File: src/rtl/uart_pkg.sv
`default_nettype none
// +----------------------------------------------------------------------+
// | uart_pkg                                                             |
// | Shared UART definitions: state encoding, baud divider and width      |
// | helpers for the transmit and receive framers.                        |
// | Revision: 1.0                                                        |
// +----------------------------------------------------------------------+
package uart_pkg;

  // Frame sequencing states, shared by the TX and RX framers.
  typedef enum logic [2:0] {
    IDLE   = 3'd0,
    START  = 3'd1,
    DATA   = 3'd2,
    PARITY = 3'd3,
    STOP   = 3'd4
  } uart_state_t;

  // Number of bits needed to hold values 0..value-1.
  function automatic int uart_clog2(input int value);
    int w;
    w = 0;
    for (int i = 0; i < 31; i++) begin
      if ((1 << i) < value) w = i + 1;
    end
    return w;
  endfunction

  // Clocks per serial bit.
  function automatic int uart_baud_cnt_max(input int clk_freq, input int bps);
    return clk_freq / bps;
  endfunction

endpackage
`default_nettype wire

File: src/rtl/uart_tx_frame_if.sv
`default_nettype none
// +----------------------------------------------------------------------+
// | uart_tx_frame_if                                                     |
// | Valid/ready word handshake into the UART transmitter.               |
// | Revision: 1.0                                                        |
// +----------------------------------------------------------------------+
interface uart_tx_frame_if #(
  parameter int DATA_BITS = 8
);
  logic [DATA_BITS-1:0] pi_data;
  logic                 pi_valid;
  logic                 pi_ready;

  modport master (output pi_data, output pi_valid, input pi_ready);
  modport slave  (input pi_data, input pi_valid, output pi_ready);
endinterface
`default_nettype wire

File: src/rtl/uart_baud_gen.sv
`default_nettype none
// +----------------------------------------------------------------------+
// | uart_baud_gen                                                        |
// | Bit-period counter: counts 0..BAUD_CNT_MAX-1 while enabled, held at |
// | zero while disabled, bit_end flags the last clock of each bit.      |
// | Revision: 1.0                                                        |
// +----------------------------------------------------------------------+
module uart_baud_gen
  import uart_pkg::*;
#(
  parameter int BAUD_CNT_MAX = 10,
  parameter int CNT_W        = uart_clog2(BAUD_CNT_MAX)
) (
  input  logic             sys_clk,
  input  logic             sys_rst_n,
  input  logic             enable,
  output logic [CNT_W-1:0] count,
  output logic             bit_end
);

  assign bit_end = enable && (count == CNT_W'(BAUD_CNT_MAX - 1));

  // Free-running bit-period counter, restarted at each bit boundary.
  always_ff @(posedge sys_clk or negedge sys_rst_n) begin
    if (!sys_rst_n) begin
      count <= '0;
    end else if (!enable || bit_end) begin
      count <= '0;
    end else begin
      count <= count + 1'b1;
    end
  end

endmodule
`default_nettype wire

File: src/rtl/uart_tx_frame.sv
`default_nettype none
// +----------------------------------------------------------------------+
// | uart_tx_frame                                                        |
// | Parametrised UART transmitter: start bit, DATA_BITS data bits LSB   |
// | first, optional parity, STOP_BITS stop bits. Valid/ready input,     |
// | busy/done status. Parity is compiled in with UART_TX_PARITY_EN.     |
// | Revision: 1.0                                                        |
// +----------------------------------------------------------------------+
module uart_tx_frame
  import uart_pkg::*;
#(
  parameter int UART_BPS   = 9600,
  parameter int CLK_FREQ   = 50_000_000,
  parameter int DATA_BITS  = 8,
  parameter int STOP_BITS  = 1,
  parameter int PARITY_ODD = 0
) (
  input  logic           sys_clk,
  input  logic           sys_rst_n,
  uart_tx_frame_if.slave pi,
  output logic           tx,
  output logic           tx_busy,
  output logic           tx_done
);

  localparam int BAUD_CNT_MAX = uart_baud_cnt_max(CLK_FREQ, UART_BPS);
  localparam int CNT_W        = uart_clog2(BAUD_CNT_MAX);
  // Wide enough for the data bit index; stop-bit index (0..1) always fits.
  localparam int BIT_W        = uart_clog2(DATA_BITS + 1);

  if (DATA_BITS < 5 || DATA_BITS > 9 || STOP_BITS < 1 || STOP_BITS > 2 ||
      BAUD_CNT_MAX < 2 || PARITY_ODD < 0 || PARITY_ODD > 1) begin : g_bad_params
    $error("uart_tx_frame: illegal parameter combination");
  end

  uart_state_t          state;
  logic [DATA_BITS-1:0] shreg;
  logic [BIT_W-1:0]     bit_cnt;
  logic                 ready;
  logic [CNT_W-1:0]     count;
  logic                 bit_end;
`ifdef UART_TX_PARITY_EN
  logic                 parity_bit;
`endif

  uart_baud_gen #(
    .BAUD_CNT_MAX (BAUD_CNT_MAX),
    .CNT_W        (CNT_W)
  ) u_baud (
    .sys_clk   (sys_clk),
    .sys_rst_n (sys_rst_n),
    .enable    (state != IDLE),
    .count     (count),
    .bit_end   (bit_end)
  );

  assign pi.pi_ready = ready;
  assign tx_busy     = !ready;
  // Last clock of the last stop bit.
  assign tx_done     = (state == STOP) && (count == CNT_W'(BAUD_CNT_MAX - 1)) &&
                       (bit_cnt == BIT_W'(STOP_BITS - 1));

  // Frame sequencer; tx is loaded on the same edge as the state it belongs to.
  always_ff @(posedge sys_clk or negedge sys_rst_n) begin
    if (!sys_rst_n) begin
      state   <= IDLE;
      shreg   <= '0;
      bit_cnt <= '0;
      ready   <= 1'b1;
      tx      <= 1'b1;
`ifdef UART_TX_PARITY_EN
      parity_bit <= 1'b0;
`endif
    end else begin
      case (state)
        IDLE: begin
          if (pi.pi_valid) begin
            shreg   <= pi.pi_data;
            bit_cnt <= '0;
            ready   <= 1'b0;
            tx      <= 1'b0;
            state   <= START;
`ifdef UART_TX_PARITY_EN
            parity_bit <= (^pi.pi_data) ^ 1'(PARITY_ODD);
`endif
          end
        end
        START: begin
          if (bit_end) begin
            bit_cnt <= '0;
            tx      <= shreg[0];
            state   <= DATA;
          end
        end
        DATA: begin
          if (bit_end) begin
            if (bit_cnt == BIT_W'(DATA_BITS - 1)) begin
              bit_cnt <= '0;
`ifdef UART_TX_PARITY_EN
              tx    <= parity_bit;
              state <= PARITY;
`else
              tx    <= 1'b1;
              state <= STOP;
`endif
            end else begin
              bit_cnt <= bit_cnt + 1'b1;
              shreg   <= shreg >> 1;
              tx      <= shreg[1];
            end
          end
        end
`ifdef UART_TX_PARITY_EN
        PARITY: begin
          if (bit_end) begin
            bit_cnt <= '0;
            tx      <= 1'b1;
            state   <= STOP;
          end
        end
`endif
        STOP: begin
          if (bit_end) begin
            if (bit_cnt == BIT_W'(STOP_BITS - 1)) begin
              bit_cnt <= '0;
              ready   <= 1'b1;
              state   <= IDLE;
            end else begin
              bit_cnt <= bit_cnt + 1'b1;
            end
          end
        end
        default: begin
          bit_cnt <= '0;
          ready   <= 1'b1;
          tx      <= 1'b1;
          state   <= IDLE;
        end
      endcase
    end
  end

endmodule
`default_nettype wire

File: src/flat_wrapper.sv
// flat-port wrapper written by rule: the top's interface ports become plain ports
module uart_tx_frame_flat import uart_pkg::*;
#(
  parameter int UART_BPS   = 9600,
  parameter int CLK_FREQ   = 50_000_000,
  parameter int DATA_BITS  = 8,
  parameter int STOP_BITS  = 1,
  parameter int PARITY_ODD = 0
)
  (sys_clk, sys_rst_n, tx, tx_busy, tx_done, pi_pi_data, pi_pi_valid, pi_pi_ready);
  uart_tx_frame_if #(.DATA_BITS(DATA_BITS)) pi_i ();
  input  logic sys_clk;
  input  logic sys_rst_n;
  output logic tx;
  output logic tx_busy;
  output logic tx_done;
  input wire logic [$bits(pi_i.pi_data)-1:0] pi_pi_data;
  input wire logic [$bits(pi_i.pi_valid)-1:0] pi_pi_valid;
  output wire logic [$bits(pi_i.pi_ready)-1:0] pi_pi_ready;
  assign pi_i.pi_data = pi_pi_data;
  assign pi_i.pi_valid = pi_pi_valid;
  assign pi_pi_ready = pi_i.pi_ready;
  uart_tx_frame #(.UART_BPS(UART_BPS), .CLK_FREQ(CLK_FREQ), .DATA_BITS(DATA_BITS), .STOP_BITS(STOP_BITS), .PARITY_ODD(PARITY_ODD)) u_core (.sys_clk(sys_clk), .sys_rst_n(sys_rst_n), .pi(pi_i), .tx(tx), .tx_busy(tx_busy), .tx_done(tx_done));
endmodule
File: config.mk
export PLATFORM = sky130hd
export DESIGN_NAME = uart_tx_frame_flat
export DESIGN_NICKNAME = d
export VERILOG_FILES = /design/src/rtl/uart_pkg.sv /design/src/rtl/uart_tx_frame_if.sv /design/src/rtl/uart_baud_gen.sv /design/src/rtl/uart_tx_frame.sv /design/src/flat_wrapper.sv
export SDC_FILE = /design/constraint.sdc
export NUM_CORES = 1
export LEC_CHECK = 0
export CAP_MARGIN = 20
export CORE_AREA = 10 10 66 68
export CTS_CLUSTER_SIZE = 8
export DETAILED_ROUTE_END_ITERATION = 10
export DIE_AREA = 0 0 76 78
export PLACE_DENSITY = 0.75
export SYNTH_ARGS = -nofsm -noshare
export SYNTH_HDL_FRONTEND = slang
export SYNTH_SLANG_ARGS = --single-unit
File: constraint.sdc
create_clock -name sys_clk -period 2.9 [get_ports sys_clk]
set_clock_uncertainty 0.15 [all_clocks]
set_input_delay 0.725 -clock sys_clk [delete_from_list [all_inputs] [get_ports sys_clk]]
set_output_delay 0.725 -clock sys_clk [all_outputs]
set_load 0.01 [all_outputs]
* Word-level counts from Yosys, hierarchy flattened *
Index checks and enable logic that the tools add are counted.

cells by class
  add/subtract/negate cells = 2
  multiply operators = 0
  divide/modulo/power cells = 0
  order comparisons = 0
  equality and inequality tests = 12
  shift operators = 0
  muxes and demuxes = 27
  bitwise operators = 2
  reductions and logical operators = 16

operators with widths
  cell                     number
  $mux W4                  6
  $mux W8                  3
  $mux W3                  6
  $pmux W4 S4              1
  $pmux W8 S2              1
  $reduce_and A4 Y1        4
  $add A13 B1 Y13 const B  1
  $eq A13 B13 Y1 const B   1
  $mux W13                 1
  $ne A2 B2 Y1 const B     6
  $pmux W3 S4              1
  $mux W1                  6
  $reduce_and A6 Y1        1
  $add A4 B1 Y4 const B    1
  $eq A4 B3 Y1 const B     1
  $logic_not A4 Y1         1
  $pmux W1 S4              1
  $eq A3 B1 Y1 const B     1
  $eq A3 B2 Y1 const B     1
  $eq A3 B3 Y1 const B     1
  $logic_and A1 B1 Y1      3
  $logic_not A3 Y1         1
  $pmux W1 S3              1
  $reduce_bool A3 Y1       1
  other kinds (6)          8

storage, ports and cells
  register bits after elaboration = 30
  bits in latches = 0
  RAM bits = 0
  memory bits (read-only) = 0
  bits of input ports = 11
  output and inout port bits = 4
  word-level logic and storage cells = 65
  memories = 0

* Logic depth before layout (Yosys ltp) *
Gate-level depths: netlist (run 1).

  depth after elaboration = 4
  mapped depth = 7

* Cells and area by module *
From an unflattened synthesis (run 1), not the netlist that was laid out.

second synthesis, totals
  cells, all modules = 181
  area, all modules = 1770.4 um^2

by module, submodules not included
  module         times used  cells each  area an instance (um^2)  sequential area each (um^2)
  uart_tx_frame  1           113         1098.6                   427.9
  uart_baud_gen  1           68          671.9                    325.3

* Least setup slack after synthesis (run 1) *
OpenSTA, ideal clock, no wires.

  path type = register to output
  start = register u_core.u_baud.count[0]
  end = output tx_done
  arrival time = 1785 ps
  data required time = 2025 ps
  slack = 240 ps
  stages on the path, launching flop included = 6
  cell sequence = dfrtp_1 -> ha_1 -> or4b_4 -> nor3_4 -> inv_1 -> nor3_1

between the ends
  cells in the longest elaborated chain, start to end = 3

ends and longest elaborated chain
  item                               line                 source
  start, declared                    uart_baud_gen.sv:17  output logic [CNT_W-1:0] count,
  start signal, assigned             uart_baud_gen.sv:30  count <= count + 1'b1;
  $eq A13 B13 Y1                     uart_tx_frame.sv:60  assign tx_done = (state == STOP) && (count == CNT_W'(BAUD_CNT_MAX - 1)) &&
  $logic_and A1 B1 Y1 (2 in series)  uart_tx_frame.sv:60
  end, declared                      flat_wrapper.sv:16   output logic tx_done;

Every way passes these cells.

* Final worst setup path (run 1) *
  start = register u_core.u_baud.count[7]
  end = output tx_done

Same word-level chain as after synthesis.

==> results of run 1 <==
cells in the mapped netlist, drive strengths merged, types with 2 or more instances:
master	count	area, um^2
nand4	2	12.5
mux2	2	26.3
ha	3	37.5
or3	2	12.5
a32oi	2	17.5
mux2i	7	70.1
nor2	24	90.1
and3	2	12.5
dfrtp	28	701
xor2	8	70.1
nand3	9	45.0
o21ai	5	25.0
o21bai	2	15.0
clkbuf	4	15.0
xnor2	3	26.3
nor3	4	31.3
o31ai	3	36.3
a21oi	13	76.3
inv	9	33.8
nand2	11	41.3
buf	2	16.3
dfstp	2	52.6
flip-flops by register name, summed over array words and instances, names as in the netlist:
register and flops:
u_core.pi.pi_ready 1, u_core.shreg 8, u_core.tx 1, u_core.state 3, u_core.u_baud.count 13, u_core.bit_cnt 4
cells in the final DEF (no fill, tap or decap), drive strengths merged, types with 2 or more instances in the layout:
cell type	count
a21oi	13
nor2	24
xnor2	3
ha	3
or3	2
xor2	8
a32oi	2
nand4	2
and3	2
clkdlybuf4s50	13
dfrtp	28
buf	19
o21bai	2
mux2	2
mux2i	7
nor3	4
bufinv	2
nand2	11
dfstp	2
o21ai	5
clkbuf	6
o31ai	3
inv	9
nand3	9
worst register-to-register path, stage by stage (launching register included):
cell and delay, ns:
dfrtp_1 0.37, ha_2 0.18, or4b_4 0.48, buf_4 0.17, o31ai_1 0.27, mux2_2 0.22, o221ai_2 0.11, mux2_4 0.32
layer usage:
layer	GRT usage, %	vias up	routed length, um
met5	0	-	0
met4	5.11	0	58
li1	-	652	-
met1	13.7	634	1550
met3	3.69	6	128
met2	21.1	20	1820
layout make-up:
type | count | area [um^2]
tap | 46 | 57.6
timing repair buffer | 32 | 270
clock inverter | 2 | 60.1
inverter | 9 | 33.8
sequential | 30 | 753
clock buffer | 6 | 51.3
fill | 261 | 1120
multi-input combinational | 120 | 830
path summary, 6_finish.rpt:
path                       slack (ns)                          end                             start  depth (start not counted)
hold reg to reg                  0.39  u_core.shreg[6]$_DFFE_PN0P_       u_core.shreg[6]$_DFFE_PN0P_                          2
max in group asynchronous        1.67        u_core.tx$_DFFE_PN1P_                         sys_rst_n                          2
min in group asynchronous        0.60  u_core.state[1]$_DFFE_PN0P_                         sys_rst_n                          2
setup / recovery                 0.10                      tx_done  u_core.u_baud.count[7]$_DFF_PN0_                          5
setup reg to reg                 0.57        u_core.tx$_DFFE_PN1P_  u_core.u_baud.count[0]$_DFF_PN0_                          7
hold / removal                   0.39  u_core.shreg[6]$_DFFE_PN0P_       u_core.shreg[6]$_DFFE_PN0P_                          2
repair_timing:
action | in CTS | in global routing
gates resized for setup | 5 | 2
pin swaps | 0 | 1
endpoints found under the setup margin | 1 | 1
setup buffers | 1 | 3
through the flow:
stage,power [mW],cells,instance area (um^2),TNS (ns),hold slack (ns)
floorplan,0.868,165,1640,0,0.279
global placement,1.03,233,1910,0,0.350
detailed placement,1.06,233,1910,-0.0571,0.364
CTS,1.51,242,2030,0,0.386
global route,1.59,245,2060,0,0.413
finish,1.50,245,2060,0,0.386
cells by family after synthesis:
kind of cell / synth area share [%]
simple gates: 19.6
fa+ha+maj: 2.29
compound gates: 16.3
mux: 5.89
xor+xnor: 5.89
flops: 46.0
buf+inv: 3.97
report_power, final:
| group | internal (mW) | switching [mW] |
|---|---|---|
| sequential | 0.542 | 0.0758 |
| combinational | 0.237 | 0.207 |
| clock | 0.292 | 0.150 |
| total | 1.07 | 0.433 |
==> flow_metrics.env, run 1 <==
export IMPL_netlist_area_mm2=0.00164
export IMPL_cts_made_buffers=5
export IMPL_via_per_inst=5.36
export IMPL_clkTransAtPathRegs_ns=0.09
export IMPL_ys_seq_elements=30
export IMPL_worst_path_buf_inv=2
export IMPL_power_density_mw_per_mm2=731
export IMPL_fin_util_pct=64.7
export IMPL_gr_total_overflow=0
export IMPL_cp_slowest_cell="or4bb_4"
export IMPL_synth_fp_nets=179
export IMPL_pre_cts_ws_ns=-0.0571
export IMPL_clockRootBuffer="clkbuf_4"
export IMPL_grt_pass1_wl_mm=6.01
export IMPL_grt_max_degree=31
export IMPL_dieHeight_um=78
export IMPL_cts_sinks=30
export IMPL_worstPathMaxFanout=3
export IMPL_cts_buffer_depth=2
export IMPL_drv_slew=0
export IMPL_ant_nets=0
export IMPL_drtIter0Drc=82
export IMPL_routed_wl_mm=3.56
export IMPL_syn_area_per_cell_um2=9.92
export IMPL_area_delta_synth_final_pct=25.6
export IMPL_cts_max_level=2
export IMPL_required_ns=2.03
export IMPL_finalHoldViolations=0
export IMPL_die_w_um=76
export IMPL_drive_above_1_share_pct=21.6
export IMPL_nets=212
export IMPL_crit_type="reg2out"
export IMPL_io_buffers=14
export IMPL_vias=1312
export IMPL_post_drt_wl_per_cell_um=14.5
export IMPL_ys_types=46
export IMPL_clkLatencyLatePin_ns=0.34
export IMPL_pin_count=15
export IMPL_placementRows=21
export IMPL_gp_congestion=0.860
export IMPL_dieArea_mm2=0.00593
export IMPL_synth_edf_count=0
export IMPL_cp_start_kind="flip-flop"
export IMPL_yosysSeqAreaShare_pct=46.0
export IMPL_cp_end_kind="output port"
export IMPL_yosysWarnings=0
export IMPL_antenna_found_initial=0
export IMPL_worstMarginPinSlew_ns=0.508
export IMPL_rsz0062_at_grt="false"
export IMPL_grt_use_total_pct=12.2
export IMPL_ys_async_sr_fraction_pct=100
export IMPL_setup_viol=0
export IMPL_drc=0
export IMPL_holdBufCountCts=0
export IMPL_start_util_pct=51.5
export IMPL_fmax_mhz=358
export IMPL_slowest_delay_ns=0.58
export IMPL_p_leak_nw=0.900
export IMPL_antenna_cells=0
export IMPL_path_cells="or4bb_4 > nor3_4 > inv_1 > nor3_2 > buf_2"
export IMPL_hold_path_class="reg2reg"
export IMPL_setup_ws_ns=0.104
export IMPL_grt_pass1_vias=1322
export IMPL_hpwl_mm=2.57
export IMPL_fin_crit_sh_pct=96.4
export IMPL_crit_family="simple AND/OR/NAND/NOR gates"
export IMPL_cts_tree="done"
export IMPL_synthCells=165
export IMPL_status="finished clean"
export IMPL_synth_main_ff_cell="dfrtp_1"
export IMPL_drv_cap=0
export IMPL_relSlewSlack_pct=66.2
export IMPL_dr_pass1_iters=4
export IMPL_core_mm2=0.00318
export IMPL_period_needed_ns=2.80
export IMPL_arrival_ns=1.92
export IMPL_max_vdd_ir_drop_v=0.000468
Note: power is estimated with default switching activity, not from simulation.
==> run 2: changes to the inputs <==
--- a/config.mk
+++ b/config.mk
@@ -10,7 +10,9 @@
 export CTS_CLUSTER_SIZE = 8
 export DETAILED_ROUTE_END_ITERATION = 10
 export DIE_AREA = 0 0 76 78
+export MAX_ROUTING_LAYER = met4
 export PLACE_DENSITY = 0.75
+export SKIP_LAST_GASP = 1
 export SYNTH_ARGS = -nofsm -noshare
 export SYNTH_HDL_FRONTEND = slang
 export SYNTH_SLANG_ARGS = --single-unit
==> run 2 against run 1 <==
First-iteration DRC count increased by 16%; final cell count is 1.2% lower; worst setup slack worse by 0.00067 ns; via count increased by 0.69%; routed wire length decreased by 0.23%; clock-buffer cell count increased by 1; die area did not move; clock power is 41% lower; sequential share of layout area is 1.4 points higher; critical path type unchanged.
==> flow_metrics.env, run 2 (synthesis gave the netlist of run 1 again) <==
export IMPL_status="finished clean"
export IMPL_path_cells="ha_2 > or4b_4 > nor3_4 > inv_2 > nor3_2 > buf_2"
export IMPL_p_clk_share_pct=19.9
export IMPL_holdBufCountCts=0
export IMPL_top_register="u_core.u_baud.count"
export IMPL_p_sw_uw=419
export IMPL_arrival_ns=1.92
export IMPL_grt_pass1_vias=1406
export IMPL_placementRows=21
export IMPL_worst_path_buf_inv=2
export IMPL_grt_max_degree=31
export IMPL_setup_viol=0
export IMPL_clockRootBuffer="clkbuf_4"
export IMPL_power_frac_seq_pct=47.1
export IMPL_cp_slowest_cell="or4b_4"
export IMPL_fin_tns_setup_ns=0
export IMPL_layout_commonest_cell="dfrtp_1"
export IMPL_setup_ws_ns=0.103
export IMPL_antenna_found_initial=0
export IMPL_via_per_inst=5.46
export IMPL_nets=209
export IMPL_cts_setup_buffers=0
export IMPL_worstMarginPinSlew_ns=0.482
export IMPL_hpwl_mm=2.65
export IMPL_fin_crit_sh_pct=96.4
export IMPL_antenna_cells=0
export IMPL_place_area_mm2=0.00192
export IMPL_core_mm2=0.00318
export IMPL_relSlewSlack_pct=67.6
export IMPL_routed_wl_mm=3.55
export IMPL_drv_cap=0
export IMPL_post_drt_wl_per_cell_um=14.7
export IMPL_ant_nets=0
export IMPL_clkTransAtPathRegs_ns=0.10
export IMPL_rsz0062_at_grt="false"
export IMPL_fmax_mhz=358
export IMPL_pin_count=15
export IMPL_crit_type="reg2out"
export IMPL_slowest_delay_ns=0.48
export IMPL_max_vdd_ir_drop_v=0.000411
export IMPL_cts_sinks=30
export IMPL_dieArea_mm2=0.00593
export IMPL_finalHoldViolations=0
export IMPL_die_w_um=76
export IMPL_power_density_mw_per_mm2=661
export IMPL_fin_area_mm2=0.00198
export IMPL_p_leak_nw=0.861
export IMPL_crit_family="simple AND/OR/NAND/NOR gates"
export IMPL_finalPower_mw=1.31
export IMPL_final_cell_mix="dfrtp_1 (28), nor2_1 (24), buf_4 (15), clkdlybuf4s50_1 (13), nand2_1 (11)"
export IMPL_gr_total_overflow=0
export IMPL_fin_util_pct=62.3
export IMPL_cts_made_buffers=5
export IMPL_gp_congestion=0.916
export IMPL_dieHeight_um=78
export IMPL_io_buffers=14
export IMPL_intPower_uw=890
export IMPL_drtIter0Drc=95
export IMPL_start_util_pct=51.5
export IMPL_pre_cts_ws_ns=-0.0136
export IMPL_drive_above_1_share_pct=20.4
export IMPL_dr_pass1_iters=4
export IMPL_cts_tree="done"
export IMPL_period_needed_ns=2.80
export IMPL_drv_slew=0
export IMPL_cp_start_kind="flip-flop"
export IMPL_cts_max_level=2
export IMPL_top_regs="u_core.u_baud.count x13, u_core.shreg x8, u_core.bit_cnt x4"
export IMPL_cp_end_kind="output port"
export IMPL_cts_buffer_depth=2
export IMPL_drc=0
export IMPL_worstPathMaxFanout=2
export IMPL_grt_pass1_wl_mm=6.21
export IMPL_fillCellCount=279
export IMPL_clkLatencyLatePin_ns=0.34
export IMPL_p_sw_share_pct=32.0
export IMPL_vias=1321
export IMPL_hold_path_class="reg2reg"
export IMPL_grt_use_total_pct=12.9
export IMPL_largest_reg_flops=13
export IMPL_p_comb_share_pct=33.0
export IMPL_area_delta_synth_final_pct=21.1
export IMPL_required_ns=2.03
-- run 2: cell count changes in the layout (fill, tap and decap cells not counted) --
cell,delta
buf_4,-3
bufinv_16,-2
clkbuf_1,+1
clkinv_2,+1
inv_1,-1
inv_2,+1
-- run 2: final timing paths --
| kind | endpoint | cells past startpoint | startpoint | slack [ns] |
|---|---|---|---|---|
| max | tx_done | 6 | u_core.u_baud.count[0]$_DFF_PN0_ | 0.10 |
| min | u_core.shreg[6]$_DFFE_PN0P_ | 2 | u_core.shreg[6]$_DFFE_PN0P_ | 0.38 |
| max reg2reg | u_core.bit_cnt[2]$_DFFE_PN0P_ | 7 | u_core.u_baud.count[0]$_DFF_PN0_ | 0.63 |
| min reg2reg | u_core.shreg[6]$_DFFE_PN0P_ | 2 | u_core.shreg[6]$_DFFE_PN0P_ | 0.38 |
| max in group asynchronous | u_core.tx$_DFFE_PN1P_ | 2 | sys_rst_n | 1.66 |
| min in group asynchronous | u_core.state[1]$_DFFE_PN0P_ | 2 | sys_rst_n | 0.62 |
-- run 2: routing by layer --
layer | part of all wire (%) | GRT usage, %
met3 | 4.2 | 3.80
met1 | 42 | 13.3
met4 | 2.1 | 6.25
met2 | 52 | 22.2
met5 | 0 | -
-- run 2: power groups by stage --
stage	Combinational, mW	Clock (mW)	Sequential (mW)
after CTS	0.436	0.271	0.618
after floorplan	0.242	0	0.626
after global routing	0.479	0.291	0.634
after detailed placement	0.432	0	0.628
after global placement	0.417	0	0.616
final	0.432	0.261	0.617
-- run 2: repair_timing --
action / in CTS / in global routing
pin swaps: 0 / 1
setup endpoints to repair: 1 / 1
resized for setup: 4 / 4
hold endpoints to repair: 0 / 0
-- run 2: worst min-delay path, cell delays in order, from the launching register on --
cell and delay, ns:
dfrtp_1 0.35, nor2_1 0.06, a21oi_2 0.09
-- run 2: layout make-up --
cell class	count	area (um^2)	share of cell area [%]
multi-input combinational	120	830	41.9
sequential	30	753	38.0
timing repair buffer	29	248	12.5
tap	46	57.6	2.90
clock buffer	7	55.1	2.78
inverter	9	33.8	1.70
clock inverter	1	5.00	0.253
-- run 2: metrics by stage --
stage               hold WS (ns)  std cells
global route               0.418        242
global placement           0.350        234
CTS                        0.384        242
finish                     0.382        242
detailed placement         0.364        234
floorplan                  0.279        165
==> run 3: changes to the inputs <==
--- a/config.mk
+++ b/config.mk
@@ -6,10 +6,10 @@
 export NUM_CORES = 1
 export LEC_CHECK = 0
 export CAP_MARGIN = 20
-export CORE_AREA = 10 10 66 68
+export CORE_AREA = 2 2 58 60
 export CTS_CLUSTER_SIZE = 8
 export DETAILED_ROUTE_END_ITERATION = 10
-export DIE_AREA = 0 0 76 78
+export DIE_AREA = 0 0 60 62
 export MAX_ROUTING_LAYER = met4
 export PLACE_DENSITY = 0.75
 export SKIP_LAST_GASP = 1
==> run 3 against run 2 <==
Routed wire length shrank 7.8%; global-route usage up 8.2 points; register-to-register slack about the same.
==> flow_metrics.env, run 3 (synthesis gave the netlist of run 1 again) <==
export IMPL_status="finished clean"
export IMPL_required_ns=2.03
export IMPL_top_register="u_core.u_baud.count"
export IMPL_r2r_cells=7
export IMPL_intPower_uw=951
export IMPL_p_leak_nw=0.874
export IMPL_r2r_slack_ns=0.63
export IMPL_antenna_cells=0
export IMPL_clkTransAtPathRegs_ns=0.10
export IMPL_drive_above_1_share_pct=20.3
export IMPL_ant_nets=0
export IMPL_clkLatencyLatePin_ns=0.33
export IMPL_clockRootBuffer="clkbuf_4"
export IMPL_met3_length_um=92
export IMPL_cp_start_kind="flip-flop"
export IMPL_power_density_mw_per_mm2=684
export IMPL_worstHoldEndpoint="u_core.shreg[6]$_DFFE_PN0P_"
export IMPL_relSlewSlack_pct=65.9
export IMPL_hold_path_class="reg2reg"
export IMPL_grt_max_degree=31
export IMPL_pin_count=15
export IMPL_wl_met2_mm=1.55
export IMPL_cp_end_kind="output port"
export IMPL_p_comb_share_pct=31.2
export IMPL_finalHoldViolations=0
export IMPL_routed_wl_mm=3.27
export IMPL_fin_crit_sh_pct=95.5
export IMPL_cts_tree="done"
export IMPL_core_mm2=0.00318
export IMPL_nets=210
export IMPL_crit_type="reg2out"
export IMPL_cts_max_level=2
export IMPL_antenna_found_initial=0
export IMPL_gr_total_overflow=0
export IMPL_start_util_pct=51.5
export IMPL_cts_buffer_depth=2
export IMPL_p_clk_share_pct=23.7
export IMPL_worstMarginPinSlew_ns=0.512
export IMPL_setup_viol=0
export IMPL_worst_hold_path_num_cells=2
export IMPL_worstPathMaxFanout=2
export IMPL_min_from="u_core.shreg[6]$_DFFE_PN0P_"
export IMPL_final_cell_mix="dfrtp_1 (28), nor2_1 (24), buf_4 (16), clkdlybuf4s50_1 (13), nand2_1 (11)"
export IMPL_post_drt_wl_per_cell_um=13.5
export IMPL_drv_slew=0
export IMPL_rsz0062_at_grt="false"
export IMPL_power_frac_seq_pct=45.1
export IMPL_dr_pass1_iters=4
export IMPL_layout_commonest_cell="dfrtp_1"
export IMPL_m1WireLength_mm=1.57
export IMPL_finalPower_mw=1.37
export IMPL_cts_made_buffers=5
export IMPL_cts_sinks=30
export IMPL_io_buffers=14
export IMPL_drc=0
export IMPL_grt_pass1_wl_mm=5.58
export IMPL_period_needed_ns=2.77
export IMPL_dr_max_layer_used="met4"
export IMPL_hpwl_mm=2.37
export IMPL_dieArea_mm2=0.00372
export IMPL_fmax_mhz=361
export IMPL_gp_congestion=0.861
export IMPL_drtIter0Drc=81
export IMPL_area_delta_synth_final_pct=22.4
export IMPL_dieHeight_um=62
export IMPL_fin_tns_setup_ns=0
export IMPL_fillCellCount=264
export IMPL_p_sw_uw=419
export IMPL_top_regs="u_core.u_baud.count x13, u_core.shreg x8, u_core.bit_cnt x4"
export IMPL_drv_cap=0
export IMPL_via_per_inst=5.30
export IMPL_arrival_ns=1.89
export IMPL_r2r_end="u_core.tx$_DFFE_PN1P_"
export IMPL_r2r_start="u_core.u_baud.count[1]$_DFF_PN0_"
export IMPL_die_w_um=60
export IMPL_grt_use_total_pct=21.2
export IMPL_vias=1288
export IMPL_placementRows=21
export IMPL_largest_reg_flops=13
export IMPL_p_sw_share_pct=30.6
export IMPL_max_vdd_ir_drop_v=0.000343
export IMPL_grt_pass1_vias=1205
export IMPL_cts_setup_buffers=0
## run 3: stage by stage
stage                     hold WS (ns)  worst slack (ns)  cell area (um^2)  instances  util, %
final                            0.380             0.130              2000        243     63.0
after global routing             0.421            0.0238              2000        243     63.0
after CTS                        0.388            0.0450              2000        243     62.9
after detailed placement         0.368           0.00667              1920        235     60.5
after floorplan                  0.279             0.240              1640        165        -
after global placement           0.350            0.0586              1920        235     60.5
## run 3: how the worst max path moves through the flow
stage	start	to	slack (ns)	cells past startpoint
after floorplan	u_core.u_baud.count[0]$_DFF_PN0_	tx_done	0.24	5
after global placement	u_core.u_baud.count[0]$_DFF_PN0_	tx_done	0.06	6
after detailed placement	u_core.u_baud.count[0]$_DFF_PN0_	tx_done	0.007	6
after CTS	u_core.u_baud.count[1]$_DFF_PN0_	tx_done	0.05	6
after global routing	u_core.u_baud.count[1]$_DFF_PN0_	tx_done	0.02	6
final	u_core.u_baud.count[1]$_DFF_PN0_	tx_done	0.13	6
## run 3: final cells by class
cell class	instances	area (um^2)	area share (%)
multi-input combinational	120	826	41.2
sequential	30	753	37.6
timing repair buffer	30	255	12.7
tap	46	57.6	2.87
clock inverter	3	40.0	2.00
clock buffer	5	37.5	1.87
inverter	9	33.8	1.69
## run 3: repair_timing
action,in CTS,in global routing
hold buffers,0,0
pin swaps,0,1
setup endpoints to repair,1,1
resized for setup,5,1
## run 3: power by group through the flow
| stage | Clock (mW) | Sequential (mW) | Combinational (mW) |
|---|---|---|---|
| global route | 0.351 | 0.634 | 0.484 |
| global placement | 0 | 0.615 | 0.412 |
| finish | 0.325 | 0.617 | 0.427 |
| CTS | 0.334 | 0.616 | 0.429 |
| detailed placement | 0 | 0.624 | 0.425 |
| floorplan | 0 | 0.626 | 0.242 |
## run 3: metal layers
metal,vias up,global-route usage [%]
met5,-,-
met4,0,8.57
met3,4,4.97
met2,17,32.6
met1,620,27.0
li1,647,-
## run 3: critical path: stages (launching register included)
cell,delay [ns]
dfrtp_1,0.38
ha_2,0.18
or4b_4,0.48
nor3_4,0.19
inv_1,0.08
nor3_2,0.11
buf_2,0.15
